### config.mk
export PLATFORM = sky130hd
export DESIGN_NAME = traffic_sensor_interface_flat
export DESIGN_NICKNAME = d
export VERILOG_FILES = /design/src/rtl/traffic_sensor_interface_if.sv /design/src/rtl/traffic_sensor_interface.sv /design/src/flat_wrapper.sv
export SDC_FILE = /design/constraint.sdc
export NUM_CORES = 1
export LEC_CHECK = 0
export ABC_CLOCK_PERIOD_IN_PS = 2600
export CAP_MARGIN = 20
export CORE_UTILIZATION = 35
export DETAILED_ROUTE_END_ITERATION = 12
export PLACE_DENSITY = 0.6
export SYNTH_ARGS = -nofsm -noshare
export SYNTH_HDL_FRONTEND = slang
export SYNTH_SLANG_ARGS = --single-unit
### constraint.sdc
create_clock -name clk -period 2.6 [get_ports clk]
set_clock_uncertainty 0.1 [all_clocks]
set_input_delay 0.26 -clock clk [delete_from_list [all_inputs] [get_ports clk]]
set_output_delay 0.26 -clock clk [all_outputs]
set_load 0.01 [all_outputs]
### src/rtl/traffic_sensor_interface_if.sv
// Signal bundle between the traffic light controller side and the road sensor front end.
// The master drives detectors and light codes. The slave returns occupancy, counts and fault.
interface traffic_sensor_interface_if #(
    parameter int CNT_W = 4
);
    logic             det_a;
    logic             det_b;
    logic [1:0]       la;
    logic [1:0]       lb;
    logic             ta;
    logic             tb;
    logic [CNT_W-1:0] cnt_a;
    logic [CNT_W-1:0] cnt_b;
    logic             fault;

    modport master (
        output det_a, det_b, la, lb,
        input  ta, tb, cnt_a, cnt_b, fault
    );

    modport slave (
        input  det_a, det_b, la, lb,
        output ta, tb, cnt_a, cnt_b, fault
    );
endinterface

### src/rtl/traffic_sensor_interface.sv
// Road sensor front end: per-road detector sync/debounce, queue counting with timed
// departures on green, occupancy outputs, and a sticky illegal-light-code fault.
module traffic_sensor_interface #(
    parameter int DEB_CYCLES    = 4,
    parameter int DEPART_CYCLES = 8,
    parameter int CNT_W         = 4
) (
    input logic                    clk,
    input logic                    reset,
    traffic_sensor_interface_if.slave bus
);
    localparam int DW = $clog2(DEB_CYCLES + 1);
    localparam int TW = $clog2(DEPART_CYCLES + 1);
    localparam logic [DW-1:0]    DEB_LAST = DW'(DEB_CYCLES - 1);
    localparam logic [TW-1:0]    TMR_LAST = TW'(DEPART_CYCLES - 1);
    localparam logic [CNT_W-1:0] CNT_MAX  = '1;

    localparam logic [1:0] GREEN   = 2'b00;
    localparam logic [1:0] RED     = 2'b10;
    localparam logic [1:0] ILLEGAL = 2'b11;

    logic [1:0]       det;
    logic [1:0]       green;
    logic [CNT_W-1:0] cnt [2];

    assign det   = {bus.det_b, bus.det_a};
    assign green = {bus.lb == GREEN, bus.la == GREEN};

    for (genvar r = 0; r < 2; r++) begin : g_road
        logic             sync1;
        logic             s;
        logic             deb;
        logic [DW-1:0]    deb_cnt;
        logic [TW-1:0]    tmr;
        logic [CNT_W-1:0] count;
        logic             arrival;
        logic             running;
        logic             departure;

        // An arrival is the edge on which the debounced level flips from 0 to 1.
        assign arrival   = s & ~deb & (deb_cnt == DEB_LAST);
        assign running   = green[r] & (count != '0);
        assign departure = running & (tmr == TMR_LAST);

        always_ff @(posedge clk or negedge reset) begin
            if (!reset) begin
                sync1   <= 1'b0;
                s       <= 1'b0;
                deb     <= 1'b0;
                deb_cnt <= '0;
                tmr     <= '0;
                count   <= '0;
            end else begin
                // NOTE: non-blocking assignments keep every register sampling pre-edge values.
                sync1 <= det[r];
                s     <= sync1;

                if (s != deb) begin
                    if (deb_cnt == DEB_LAST) begin
                        deb     <= ~deb;
                        deb_cnt <= '0;
                    end else begin
                        deb_cnt <= deb_cnt + DW'(1);
                    end
                end else begin
                    deb_cnt <= '0;
                end

                if (!running || departure) begin
                    tmr <= '0;
                end else begin
                    tmr <= tmr + TW'(1);
                end

                // Simultaneous arrival and departure cancel; a full queue drops arrivals.
                if (arrival && !departure && count != CNT_MAX) begin
                    count <= count + CNT_W'(1);
                end else if (departure && !arrival) begin
                    count <= count - CNT_W'(1);
                end
            end
        end

        assign cnt[r] = count;
    end

    logic fault_q;

    always_ff @(posedge clk or negedge reset) begin
        if (!reset) begin
            fault_q <= 1'b0;
        end else if (bus.la == ILLEGAL || bus.lb == ILLEGAL ||
                     (bus.la != RED && bus.lb != RED)) begin
            fault_q <= 1'b1;
        end
    end

    assign bus.cnt_a = cnt[0];
    assign bus.cnt_b = cnt[1];
    assign bus.ta    = (cnt[0] != '0);
    assign bus.tb    = (cnt[1] != '0);
    assign bus.fault = fault_q;
endmodule

### src/flat_wrapper.sv
// flat-port wrapper written by rule: the top's interface ports become plain ports
module traffic_sensor_interface_flat 
#(
    parameter int DEB_CYCLES    = 4,
    parameter int DEPART_CYCLES = 8,
    parameter int CNT_W         = 4
)
  (clk, reset, bus_det_a, bus_det_b, bus_la, bus_lb, bus_ta, bus_tb, bus_cnt_a, bus_cnt_b, bus_fault);
  traffic_sensor_interface_if #(.CNT_W(CNT_W)) bus_i ();
  input logic clk;
  input logic reset;
  input wire logic [$bits(bus_i.det_a)-1:0] bus_det_a;
  input wire logic [$bits(bus_i.det_b)-1:0] bus_det_b;
  input wire logic [$bits(bus_i.la)-1:0] bus_la;
  input wire logic [$bits(bus_i.lb)-1:0] bus_lb;
  output wire logic [$bits(bus_i.ta)-1:0] bus_ta;
  output wire logic [$bits(bus_i.tb)-1:0] bus_tb;
  output wire logic [$bits(bus_i.cnt_a)-1:0] bus_cnt_a;
  output wire logic [$bits(bus_i.cnt_b)-1:0] bus_cnt_b;
  output wire logic [$bits(bus_i.fault)-1:0] bus_fault;
  assign bus_i.det_a = bus_det_a;
  assign bus_i.det_b = bus_det_b;
  assign bus_i.la = bus_la;
  assign bus_i.lb = bus_lb;
  assign bus_ta = bus_i.ta;
  assign bus_tb = bus_i.tb;
  assign bus_cnt_a = bus_i.cnt_a;
  assign bus_cnt_b = bus_i.cnt_b;
  assign bus_fault = bus_i.fault;
  traffic_sensor_interface #(.DEB_CYCLES(DEB_CYCLES), .DEPART_CYCLES(DEPART_CYCLES), .CNT_W(CNT_W)) u_core (.clk(clk), .reset(reset), .bus(bus_i));
endmodule
# ---- Yosys cells after proc, flatten, opt, wreduce, memory -nomap -nowiden
# Index checks and enable logic that the tools add are counted.
dict set report word_totals {
  regBits 29
  inputBits 8
  output_inout_bits 11
  word_cells 78
}
dict set report classes {
  addsub 8
  n_eq_ne 12
  muxes 10
  n_bitwise 10
  n_reduce_logical 25
}
# cell count
set ops {}
lappend ops {{$mux W4} 6}
lappend ops {{$add A4 B1 Y4 const B} 4}
lappend ops {{$mux W3} 4}
lappend ops {{$and A1 B1 Y1} 8}
lappend ops {{$eq A4 B3 Y1 const B} 2}
lappend ops {{$ne A4 B4 Y1 const B} 2}
lappend ops {{$reduce_bool A4 Y1} 2}
lappend ops {{$sub A4 B1 Y4 const B} 2}
lappend ops {{$logic_and A1 B1 Y1} 7}
lappend ops {{$add A3 B1 Y3 const B} 2}
lappend ops {{$eq A3 B2 Y1 const B} 2}
lappend ops {{$logic_not A1 Y1} 6}
lappend ops {{$eq A2 B2 Y1 const B} 2}
lappend ops {{$logic_not A2 Y1} 2}
lappend ops {{$logic_or A1 B1 Y1} 4}
lappend ops {{$ne A2 B2 Y1 const B} 2}
lappend ops {{$reduce_and A2 Y1} 2}
lappend ops {{$reduce_bool A2 Y1} 2}
lappend ops {{$ne A1 B1 Y1} 2}
lappend ops {{$not A1 Y1} 2}

# ---- Depth between registers and ports, before layout
# Gate-level depths: netlist (run 1).
dict set report logic_depth {
  depth_word 7
  mapped_depth 10
  mapped_depth_nobuf 10
}

# ---- Least setup slack after synthesis (run 1)
# OpenSTA, ideal clock, no wires.
dict set report synth_path {
  path_type {register -> register}
  start {register u_core.g_road[1].count[1], in the netlist u_core.bus.cnt_b[1]}
  end {register u_core.g_road[1].count[3], in the netlist u_core.bus.cnt_b[3]}
  setup_ns 0.126
  t_arrival_ns 2.096
  required_time_ns 2.374
  slack_ns 0.278
  stages_incl_launch_ff 9
  n_path_buf 0
  period_less_slack_ns 2.322
  cell_sequence {dfrtp_1 -> or4_4 -> nand3_4 -> nand2_1 -> ha_1 -> a21oi_1 -> a211oi_1 -> mux2i_1 -> xnor2_1}
}
dict set report synth_via {
  elab_chain_cells 7
  elab_cells_between_ends 13
  cone_classes {add/sub: 2; eq/ne: 1; mux: 2; bitwise: 2; reduce/logical: 6}
}
# item line
set synth_rtl {}
lappend synth_rtl {{start: declaration} traffic_sensor_interface.sv:35} ;# logic [CNT_W-1:0] count;
lappend synth_rtl {{start signal: assignment} traffic_sensor_interface.sv:77} ;# count <= count + CNT_W'(1);
lappend synth_rtl {{start signal: assignment} traffic_sensor_interface.sv:79} ;# count <= count - CNT_W'(1);
lappend synth_rtl {{$reduce_bool A4 Y1 *} --}
lappend synth_rtl {{named net bus_tb} flat_wrapper.sv:17} ;# output wire logic [$bits(bus_i.tb)-1:0] bus_tb;
lappend synth_rtl {{$and A1 B1 Y1 *} traffic_sensor_interface.sv:42} ;# assign running = green[r] & (count != '0);
lappend synth_rtl {{$and A1 B1 Y1 *} traffic_sensor_interface.sv:43} ;# assign departure = running & (tmr == TMR_LAST);
lappend synth_rtl {{$logic_not A1 Y1} traffic_sensor_interface.sv:76} ;# if (arrival && !departure && count != CNT_MAX) begin
lappend synth_rtl {{$logic_and A1 B1 Y1 (2 in series)} traffic_sensor_interface.sv:76}
lappend synth_rtl {{$mux W4 / $reduce_bool A2 Y1 (equally long branches)} --}
# The timed path passes the listed nets; every way through them passes the cells marked *. The select of a mux whose other input is x is not followed.
# A chain may end at the register's enable or synchronous reset.

# ---- Worst setup path after layout (run 1)
dict set report layout_path {
  start {register u_core.g_road[1].count[1], in the netlist u_core.bus.cnt_b[1]}
  end {register u_core.g_road[1].count[3], in the netlist u_core.bus.cnt_b[3]}
}
dict set report layout_via {
  elab_chain_cells 7
  elab_cells_between_ends 13
  cone_classes {add/sub: 2; eq/ne: 1; mux: 2; bitwise: 2; reduce/logical: 6}
}
# item line
set layout_rtl {}
lappend layout_rtl {{$reduce_bool A4 Y1} traffic_sensor_interface.sv:42}
lappend layout_rtl {{$and A1 B1 Y1} traffic_sensor_interface.sv:42}
lappend layout_rtl {{$and A1 B1 Y1} traffic_sensor_interface.sv:43}
lappend layout_rtl {{$logic_not A1 Y1} traffic_sensor_interface.sv:76}
lappend layout_rtl {{$logic_and A1 B1 Y1 (2 in series)} traffic_sensor_interface.sv:76}
lappend layout_rtl {{$mux W4 / $reduce_bool A2 Y1 (equally long branches)} --}
# Several ways; a longest one is shown, not always the timed one. The select of a mux whose other input is x is not followed.

==> impl_metrics.json, run 1 <==
{
  "ir_drop_v": 0.000435,
  "overflow": 0,
  "fin_crit_sh_pct": 92.8,
  "synth_adder_area_share_pct": 11.3,
  "cp.required_ps": 2660,
  "wl_met2_um": 1040,
  "holdBufCountCts": 0,
  "met1Wirelength_um": 1030,
  "drt_pass1_iterations": 4,
  "drcViolationCount": 0,
  "finalPower_mw": 1.69,
  "crit_start": "u_core.bus.cnt_b[1]",
  "dp_hpwl_um": 1680,
  "ys_seq_area_share_pct": 49.9,
  "rsz0062_at_grt": "false",
  "routedWlPerCell_um": 11.5,
  "cts_root_buffer": "clkbuf_8",
  "grt_pass1_wl_um": 4160,
  "arrival_ps": 2480,
  "grt_max_degree": 30,
  "hold_path_class": "flip-flop to flip-flop",
  "dr_wl_met3_um": 104,
  "min_to": "u_core.g_road[0].s",
  "startpoint_type": "flip-flop",
  "place.gp.congestion": 0.775,
  "tns_ps": 0,
  "avgSynthCellArea_um2": 12.5,
  "ys_warn_count": 0,
  "r2r_end": "u_core.bus.cnt_b[3]",
  "dieHeight_um": 66.5,
  "htreeDepth": 2,
  "fillers": 369,
  "numCtsBuffers": 5,
  "hold_depth": 0,
  "hp-start": "u_core.g_road[0].sync1",
  "reg2reg_from": "u_core.bus.cnt_b[1]",
  "criticalPathCategory": "flip-flop to flip-flop",
  "hold_viol": 0,
  "synthMuxAreaShare_pct": 7.57,
  "vias_per_cell": 4.86,
  "drive_gt1_share_pct": 16.0,
  "power_density_nw_per_um2": 943,
  "reg2regPathDepth": 8,
  "drt-initial-drc-count": 34,
  "syn-cell-area_um2": 1460,
  "diodes": 0,
  "synth_xor_xnor_area_share_pct": 7.22,
  "hold-worst-slack_ps": 248,
  "grt_usage_pct": 13.1,
  "max_freq_ghz": 0.414,
  "crit_path_end_kind": "flip-flop",
  "synth.distinct_cells": 27,
  "rrSetupSlack_ps": 190,
  "syn_inst": 116,
  "core_area_um2": 4000,
  "synth_simple_gate_area_share_pct": 19.6,
  "grt_pass1_vias": 983,
  "clockBufferDepth": 2,
  "synth_compound_area_share_pct": 3.35,
  "period_needed_ps": 2410,
  "cts_sinks": 29,
  "fin_nets": 163,
  "maxCapViolCount": 0,
  "antenna_found_initial": 0,
  "ioPinCount": 19,
  "clkLatencyLatePin_ps": 280,
  "wirelength_um": 2240,
  "portBuffers": 18,
  "syn_nets": 136,
  "layout-area-overhead-vs-synth_pct": 23.4,
  "max_slew_margin_pct": 76.3,
  "dieArea_um2": 4420,
  "drtAntennaViolNets": 0,
  "synth_top_family_by_area": "simple AND/OR/NAND/NOR gates",
  "outcome": "finished, final reports clean",
  "cts_tree": "yes",
  "dr_total_vias": 942,
  "clkSlewWorstSetupHoldPaths_ps": 60,
  "cts_resized": 0,
  "topRoutingLayerUsed": "met4",
  "tightestPinTransition_ps": 355,
  "rows": 23,
  "p_leak_nw": 0.825,
  "setup_violations": 0,
  "chipWidth_um": 66.5,
  "slew_violations": 0,
  "crit_fanout": 6,
  "synth_seq_cells": 29,
  "post_cts_buffers": 0,
  "start_util_pct": 36.4
}
-- power breakdown --
| group | switching, mW | internal (mW) |
|---|---|---|
| sequential | 0.109 | 0.563 |
| clock | 0.166 | 0.185 |
| combinational | 0.285 | 0.385 |
| total | 0.559 | 1.13 |
-- sequential cells by signal (all words and copies together), names as in the netlist --
register	count
u_core.g_road.s	2
u_core.g_road.deb_cnt	6
u_core.g_road.tmr	8
u_core.g_road.sync1	2
u_core.bus.fault	1
u_core.bus.cnt_b	4
u_core.bus.cnt_a	4
u_core.g_road.deb	2
-- critical path, stage by stage (launching register included) --
cell and delay (ps):
dfrtp_1 440, or4_4 600, nand3_4 100, nand2_1 110, ha_1 340, a21oi_1 90
a211oi_1 260, mux2i_1 130, xnor2_1 130
-- cell usage in the layout, fill, tap and decap left out, types with 2 or more instances in the layout --
cell / n
nor3_1: 2
dfrtp_1: 29
a21oi_1: 2
mux2i_1: 2
ha_1: 10
and4_2: 2
nor2b_1: 4
fa_1: 2
o211ai_1: 2
clkdlybuf4s50_1: 18
nand3b_1: 2
clkbuf_8: 5
buf_4: 2
nor3b_1: 4
clkinv_2: 2
mux2_4: 6
and3_1: 3
nand3_1: 4
a211oi_1: 2
xnor2_1: 4
nand2_1: 4
xor2_1: 8
nand3_4: 2
inv_1: 4
or4_4: 2
nor2_1: 11
-- logic make-up (layout without fill, tap and decap cells) --
family / Yosys count / after routing
muxes: 8 / 8
DFF: 29 / 29
buffers and inverters: 4 / 32
xor gates and xnor gates: 12 / 12
adders and majority gates: 12 / 12
AOI/OAI and AO/OA: 7 / 7
and+or+nand+nor: 44 / 44
-- stage by stage --
| stage | util, % | area (µm²) | worst slack [ps] | cells |
|---|---|---|---|---|
| floorplan | - | 1460 | 278 | 116 |
| global placement | 42.8 | 1710 | 216 | 186 |
| detailed placement | 42.8 | 1710 | 179 | 186 |
| CTS | 44.9 | 1800 | 174 | 194 |
| global route | 44.9 | 1800 | 42.9 | 194 |
| finish | 44.9 | 1800 | 186 | 194 |
-- area by class of cell --
cell class              count  area, µm²  share of cell area [%]
inverters                   4       15.0                   0.836
well taps                  50       62.6                    3.48
multi-input cells          83        714                    39.8
repair buffers             20        195                    10.9
flip-flops and latches     29        726                    40.4
clock buffers               6       72.6                    4.04
clock inverters             2       10.0                   0.557
-- worst max path at each step --
stage,to,slack [ps],depth (start not counted)
finish,u_core.bus.cnt_b[3],190,8
global route,u_core.bus.cnt_b[3],40,8
CTS,u_core.bus.cnt_b[3],170,8
detailed placement,u_core.bus.cnt_b[3],180,8
global placement,u_core.bus.cnt_a[3],220,8
floorplan,u_core.bus.cnt_b[3],280,8
-- layer usage --
layer	GRT usage, %	up-vias
li1	-	458
met1	14.6	459
met2	20.8	18
met3	5.65	7
met4	7.18	0
met5	0	-
-- Yosys cell counts (all sizes together) --
cell	count	area share, %
nor2b	4	1.7
and3b	2	1.3
xor2	8	4.8
a21oi	2	0.69
inv	4	1.0
a211oi	2	1.0
nor3	2	0.69
fa	2	2.8
ha	10	8.6
a22o	1	0.60
xnor2	4	2.4
and4	2	1.4
and3	4	1.8
nand2	4	1.0
o211ai	2	1.0
nor2	11	2.8
dfrtp	29	50
nand3b	2	1.0
nor3b	4	2.1
nand3	6	3.8
or4	2	1.5
mux2	6	6.2
or3	1	0.43
mux2i	2	1.4
Note: power is estimated with default switching activity, not from simulation.
==> run 2, diff against run 1 <==
--- a/config.mk
+++ b/config.mk
@@ -5,11 +5,11 @@
 export SDC_FILE = /design/constraint.sdc
 export NUM_CORES = 1
 export LEC_CHECK = 0
-export ABC_CLOCK_PERIOD_IN_PS = 2600
+export ABC_CLOCK_PERIOD_IN_PS = 2000
 export CAP_MARGIN = 20
 export CORE_UTILIZATION = 35
 export DETAILED_ROUTE_END_ITERATION = 12
-export PLACE_DENSITY = 0.6
+export PLACE_DENSITY = 0.62
 export SYNTH_ARGS = -nofsm -noshare
 export SYNTH_HDL_FRONTEND = slang
 export SYNTH_SLANG_ARGS = --single-unit
==> constraint.sdc (replaced) <==
create_clock -name clk -period 2 [get_ports clk]
set_clock_uncertainty 0.1 [all_clocks]
set_input_delay 0.2 -clock clk [delete_from_list [all_inputs] [get_ports clk]]
set_output_delay 0.2 -clock clk [all_outputs]
set_load 0.01 [all_outputs]
==> impl_metrics.json, run 2 (synthesis results as in run 1) <==
{
  "outcome": "complete, but fails checks",
  "violations": "negative setup slack",
  "clkSlewWorstSetupHoldPaths_ps": 60,
  "ir_drop_v": 0.000692,
  "fin_nets": 194,
  "wirelength_um": 2770,
  "regArea_um2": 731,
  "drtAntennaViolNets": 0,
  "chipWidth_um": 66.5,
  "numCtsBuffers": 5,
  "drt-initial-drc-count": 29,
  "reg2regPathDepth": 8,
  "slew_violations": 0,
  "p_leak_nw": 0.990,
  "r2r_end": "u_core.bus.cnt_b[3]",
  "diodes": 0,
  "fillers": 335,
  "cp.required_ps": 2060,
  "portBuffers": 18,
  "holdBufCountCts": 0,
  "layout-area-overhead-vs-synth_pct": 50.6,
  "crit_fanout": 3,
  "postLayoutCellArea_um2": 2190,
  "overflow": 0,
  "dieArea_um2": 4420,
  "layout.cells.most_common": "buf_4",
  "rsz0062_at_grt": "true",
  "rows": 23,
  "reg_top3": "u_core.g_road.tmr x8, u_core.g_road.deb_cnt x6",
  "regMostFlops": "u_core.g_road.tmr",
  "start_util_pct": 36.4,
  "arrival_ps": 2230,
  "hold_path_class": "primary input to asynchronous set/reset pin",
  "htreeDepth": 2,
  "rrSetupSlack_ps": -170,
  "grt_pass1_wl_um": 4840,
  "fin_ws_ps": -171,
  "power_density_nw_per_um2": 1290,
  "vias_per_cell": 4.78,
  "period_needed_ps": 2170,
  "reg2reg_from": "u_core.bus.cnt_b[0]",
  "dr_total_vias": 1075,
  "cts_tree": "yes",
  "fin_util_pct": 54.8,
  "maxCapViolCount": 0,
  "multi_input_area_um2": 828,
  "routedWlPerCell_um": 12.3,
  "cts_root_buffer": "clkbuf_8",
  "tns_ps": -646,
  "ioPinCount": 19,
  "core_area_um2": 4000,
  "hold_viol": 0,
  "clkLatencyLatePin_ps": 270,
  "max_slew_margin_pct": 74.7,
  "startpoint_type": "flip-flop",
  "antenna_found_initial": 0,
  "placed_area_um2": 1970,
  "grt_usage_pct": 15.1,
  "tightestPinTransition_ps": 380,
  "final_cell_mix": "buf_4 (31), dfrtp_1 (25), clkdlybuf4s50_1 (16), nor2_1 (9), xor2_1 (8)",
  "max_freq_ghz": 0.461,
  "crit_path_end_kind": "flip-flop",
  "place.gp.congestion": 0.799,
  "drive_gt1_share_pct": 43.4,
  "criticalPathCategory": "flip-flop to flip-flop",
  "dieHeight_um": 66.5,
  "finalPower_mw": 2.83,
  "drcViolationCount": 0,
  "setup_violations": 6,
  "fin_crit_sh_pct": 109,
  "largest_reg_flops": 8,
  "drt_pass1_iterations": 4,
  "grt_pass1_vias": 1126,
  "cts_sinks": 29,
  "grt_max_degree": 30,
  "clockBufferDepth": 2,
  "dp_hpwl_um": 2140
}
## run 2: cell count changes in the layout (fill, tap and decap cells not counted), sizes merged
cell           before  now
clkdlybuf4s15       0    1
clkinvlp            0    1
clkdlybuf4s50      18   16
dlygate4sd2         0    1
buf                 2   33
bufinv              0    1
clkinv              2    0
## run 2: worst max-delay path by stage
stage,startpoint,depth (start not counted),end
finish,u_core.bus.cnt_b[0],8,u_core.bus.cnt_b[3]
CTS,u_core.bus.cnt_b[0],8,u_core.bus.cnt_b[3]
detailed placement,bus_lb[1],9,u_core.bus.cnt_b[3]
global route,u_core.bus.cnt_b[0],8,u_core.bus.cnt_b[3]
floorplan,u_core.bus.cnt_b[2],8,u_core.bus.cnt_b[3]
global placement,u_core.bus.cnt_b[2],8,u_core.bus.cnt_b[3]
## run 2: through the flow
step / worst slack (ps) / hold slack, ps / cells
floorplan: -227 / -196 / 116
global placement: -147 / 234 / 214
detailed placement: -208 / 237 / 214
CTS: -168 / 216 / 224
global route: -245 / 237 / 225
finish: -171 / 206 / 225
## run 2: layout make-up
class,count,area share (%)
multi-input cells,83,37.8
flip-flops and latches,29,33.4
repair buffers,51,19.8
clock buffers,6,3.77
well taps,50,2.86
clock inverters,2,1.71
inverters,4,0.685
## run 2: power breakdown
group	internal, mW	leakage, nW	switching, mW	total [mW]
Clock	0.404	0.0574	0.220	0.624
Sequential	0.739	0.364	0.0879	0.827
Combinational	0.815	0.569	0.567	1.38
Total	1.96	0.990	0.875	2.83
## run 2: routing by layer
| metal | GRT usage [%] | share of wire [%] |
|---|---|---|
| met5 | 0 | 0 |
| met4 | 7.98 | 1.5 |
| met3 | 4.28 | 3.7 |
| met2 | 26.7 | 54 |
| met1 | 16.1 | 41 |
## run 2: critical path, cell delays in order (launching register included)
cell	delay, ps
dfrtp_2	400
or4_4	550
nand3_4	100
nand2_4	80
ha_4	310
a21oi_4	60
a211oi_2	230
mux2i_2	110
xnor2_1	130
## run 2: timing repair
action | in CTS | in global routing
setup endpoints to repair | 8 | 7
gates resized for setup | 14 | 5
setup buffers | 2 | 3
pin swaps | 6 | 1
==> run 3, diff against run 2 <==
--- a/config.mk
+++ b/config.mk
@@ -7,9 +7,11 @@
 export LEC_CHECK = 0
 export ABC_CLOCK_PERIOD_IN_PS = 2000
 export CAP_MARGIN = 20
+export CELL_PAD_IN_SITES_DETAIL_PLACEMENT = 0
+export CELL_PAD_IN_SITES_GLOBAL_PLACEMENT = 1
 export CORE_UTILIZATION = 35
 export DETAILED_ROUTE_END_ITERATION = 12
-export PLACE_DENSITY = 0.62
+export PLACE_DENSITY = 0.72
 export SYNTH_ARGS = -nofsm -noshare
 export SYNTH_HDL_FRONTEND = slang
 export SYNTH_SLANG_ARGS = --single-unit
==> impl_metrics.json, run 3 (synthesis results as in run 1) <==
{
  "outcome": "complete, but fails checks",
  "violations": "negative setup slack",
  "drive_gt1_share_pct": 43.3,
  "grt_max_degree": 30,
  "r2r_end": "u_core.bus.cnt_a[3]",
  "hold_viol": 0,
  "max_slew_margin_pct": 75.0,
  "hold_path_class": "primary input to asynchronous set/reset pin",
  "reg2regPathDepth": 8,
  "ioPinCount": 19,
  "chipWidth_um": 66.5,
  "tightestPinTransition_ps": 375,
  "fin_nets": 197,
  "cpPeakStageDelay_ps": 560,
  "clkLatencyLatePin_ps": 280,
  "period_needed_ps": 2150,
  "drt-initial-drc-count": 31,
  "reg_top3": "u_core.g_road.tmr x8, u_core.g_road.deb_cnt x6",
  "drtAntennaViolNets": 0,
  "final_cell_mix": "buf_4 (32), dfrtp_1 (25), clkdlybuf4s50_1 (16), nor2_1 (9), xor2_1 (8)",
  "tns_ps": -697,
  "portBuffers": 18,
  "startpoint_type": "flip-flop",
  "met1Wirelength_um": 1260,
  "crit_chain": "or4_4, nand3_4, nand2_4, ha_4, a21oi_2, a211oi_2, mux2i_1, xnor2_1",
  "drt_pass1_iterations": 5,
  "vias_per_cell": 4.64,
  "power_density_nw_per_um2": 1220,
  "holdBufCountCts": 0,
  "rrSetupSlack_ps": -150,
  "wl_met2_um": 1370,
  "clkSlewWorstSetupHoldPaths_ps": 60,
  "regMostFlops": "u_core.g_road.tmr",
  "slew_violations": 0,
  "reg2reg_from": "u_core.bus.cnt_a[0]",
  "crit_buf_inv": 0,
  "slowest_stage": "or4_4",
  "diodes": 0,
  "dr_total_vias": 1058,
  "start_util_pct": 36.4,
  "core_area_um2": 4000,
  "maxCapViolCount": 0,
  "routedWlPerCell_um": 12.2,
  "dieHeight_um": 66.5,
  "finalPower_mw": 2.66,
  "dieArea_um2": 4420,
  "topRoutingLayerUsed": "met4",
  "htreeDepth": 2,
  "overflow": 0,
  "layout.cells.most_common": "buf_4",
  "rows": 23,
  "postLayoutCellArea_um2": 2180,
  "cts_tree": "yes",
  "place.gp.congestion": 0.833,
  "grt_usage_pct": 15.2,
  "p_leak_nw": 1.01,
  "rsz0062_at_grt": "true",
  "setup_violations": 7,
  "ir_drop_v": 0.000688,
  "cts_root_buffer": "clkbuf_8",
  "placed_area_um2": 1990,
  "dp.cells": 216,
  "layout-area-overhead-vs-synth_pct": 49.8,
  "numCtsBuffers": 5,
  "crit_fanout": 3,
  "grt_pass1_wl_um": 4830,
  "largest_reg_flops": 8,
  "stdcell_count": 228,
  "cp_top_family": "simple AND/OR/NAND/NOR gates",
  "crit_path_end_kind": "flip-flop",
  "wirelength_um": 2770,
  "drcViolationCount": 0,
  "fin_ws_ps": -147,
  "cp.required_ps": 2060,
  "criticalPathCategory": "flip-flop to flip-flop",
  "grt_pass1_vias": 1074,
  "clockBufferDepth": 2,
  "arrival_ps": 2210,
  "antenna_found_initial": 0,
  "fin_crit_sh_pct": 107,
  "dp_hpwl_um": 2000,
  "dr_wl_met3_um": 89,
  "cts_sinks": 29,
  "max_freq_ghz": 0.466
}
==> run 3: metrics by stage <==
stage | worst slack (ps) | utilization (%) | hold slack, ps
after floorplan | -227 | - | -196
final | -147 | 54.5 | 212
after global routing | -251 | 54.5 | 243
after detailed placement | -156 | 49.7 | 235
after global placement | -147 | 49.7 | 234
after CTS | -166 | 53.1 | 215
==> run 3: final cells by class <==
class / count / area [µm²]
fillers: 345 / 1820
multi-input cells: 83 / 805
flip-flops and latches: 29 / 731
repair buffers: 54 / 465
clock buffers: 7 / 96.3
well taps: 50 / 62.6
inverters: 4 / 15.0
clock inverters: 1 / 5.00
==> run 3: worst reg2reg max path: stages (launching register included) <==
cell and delay, ps:
dfrtp_2 400, or4_4 560, nand3_4 90, nand2_4 70
ha_4 290, a21oi_2 70, a211oi_2 210, mux2i_1 110
xnor2_1 130
==> run 3: worst max-delay path by stage <==
stage / depth (start not counted) / from / end
global route: 8 / u_core.bus.cnt_a[2] / u_core.bus.cnt_a[3]
floorplan: 8 / u_core.bus.cnt_b[2] / u_core.bus.cnt_b[3]
detailed placement: 8 / u_core.bus.cnt_a[2] / u_core.bus.cnt_a[3]
global placement: 8 / u_core.bus.cnt_a[2] / u_core.bus.cnt_a[3]
finish: 8 / u_core.bus.cnt_a[0] / u_core.bus.cnt_a[3]
CTS: 8 / u_core.bus.cnt_a[2] / u_core.bus.cnt_a[3]
==> run 3: power by group <==
group / switching, mW / internal, mW / leakage (nW) / total, mW
registers: 0.0779 / 0.739 / 0.364 / 0.817
logic: 0.548 / 0.767 / 0.595 / 1.32
clock network: 0.218 / 0.310 / 0.0542 / 0.528
total: 0.843 / 1.82 / 1.01 / 2.66
==> run 3: timing repair <==
action | CTS | global route
pin swaps | 2 | 8
buffers inserted | 2 | 3
setup endpoints to repair | 8 | 10
gates resized for setup | 8 | 9
==> run 3: layer usage <==
metal	global-route usage [%]	up-vias
met4	7.98	0
met2	24.5	19
met1	17.9	508
met5	0	-
li1	-	527
met3	5.14	4
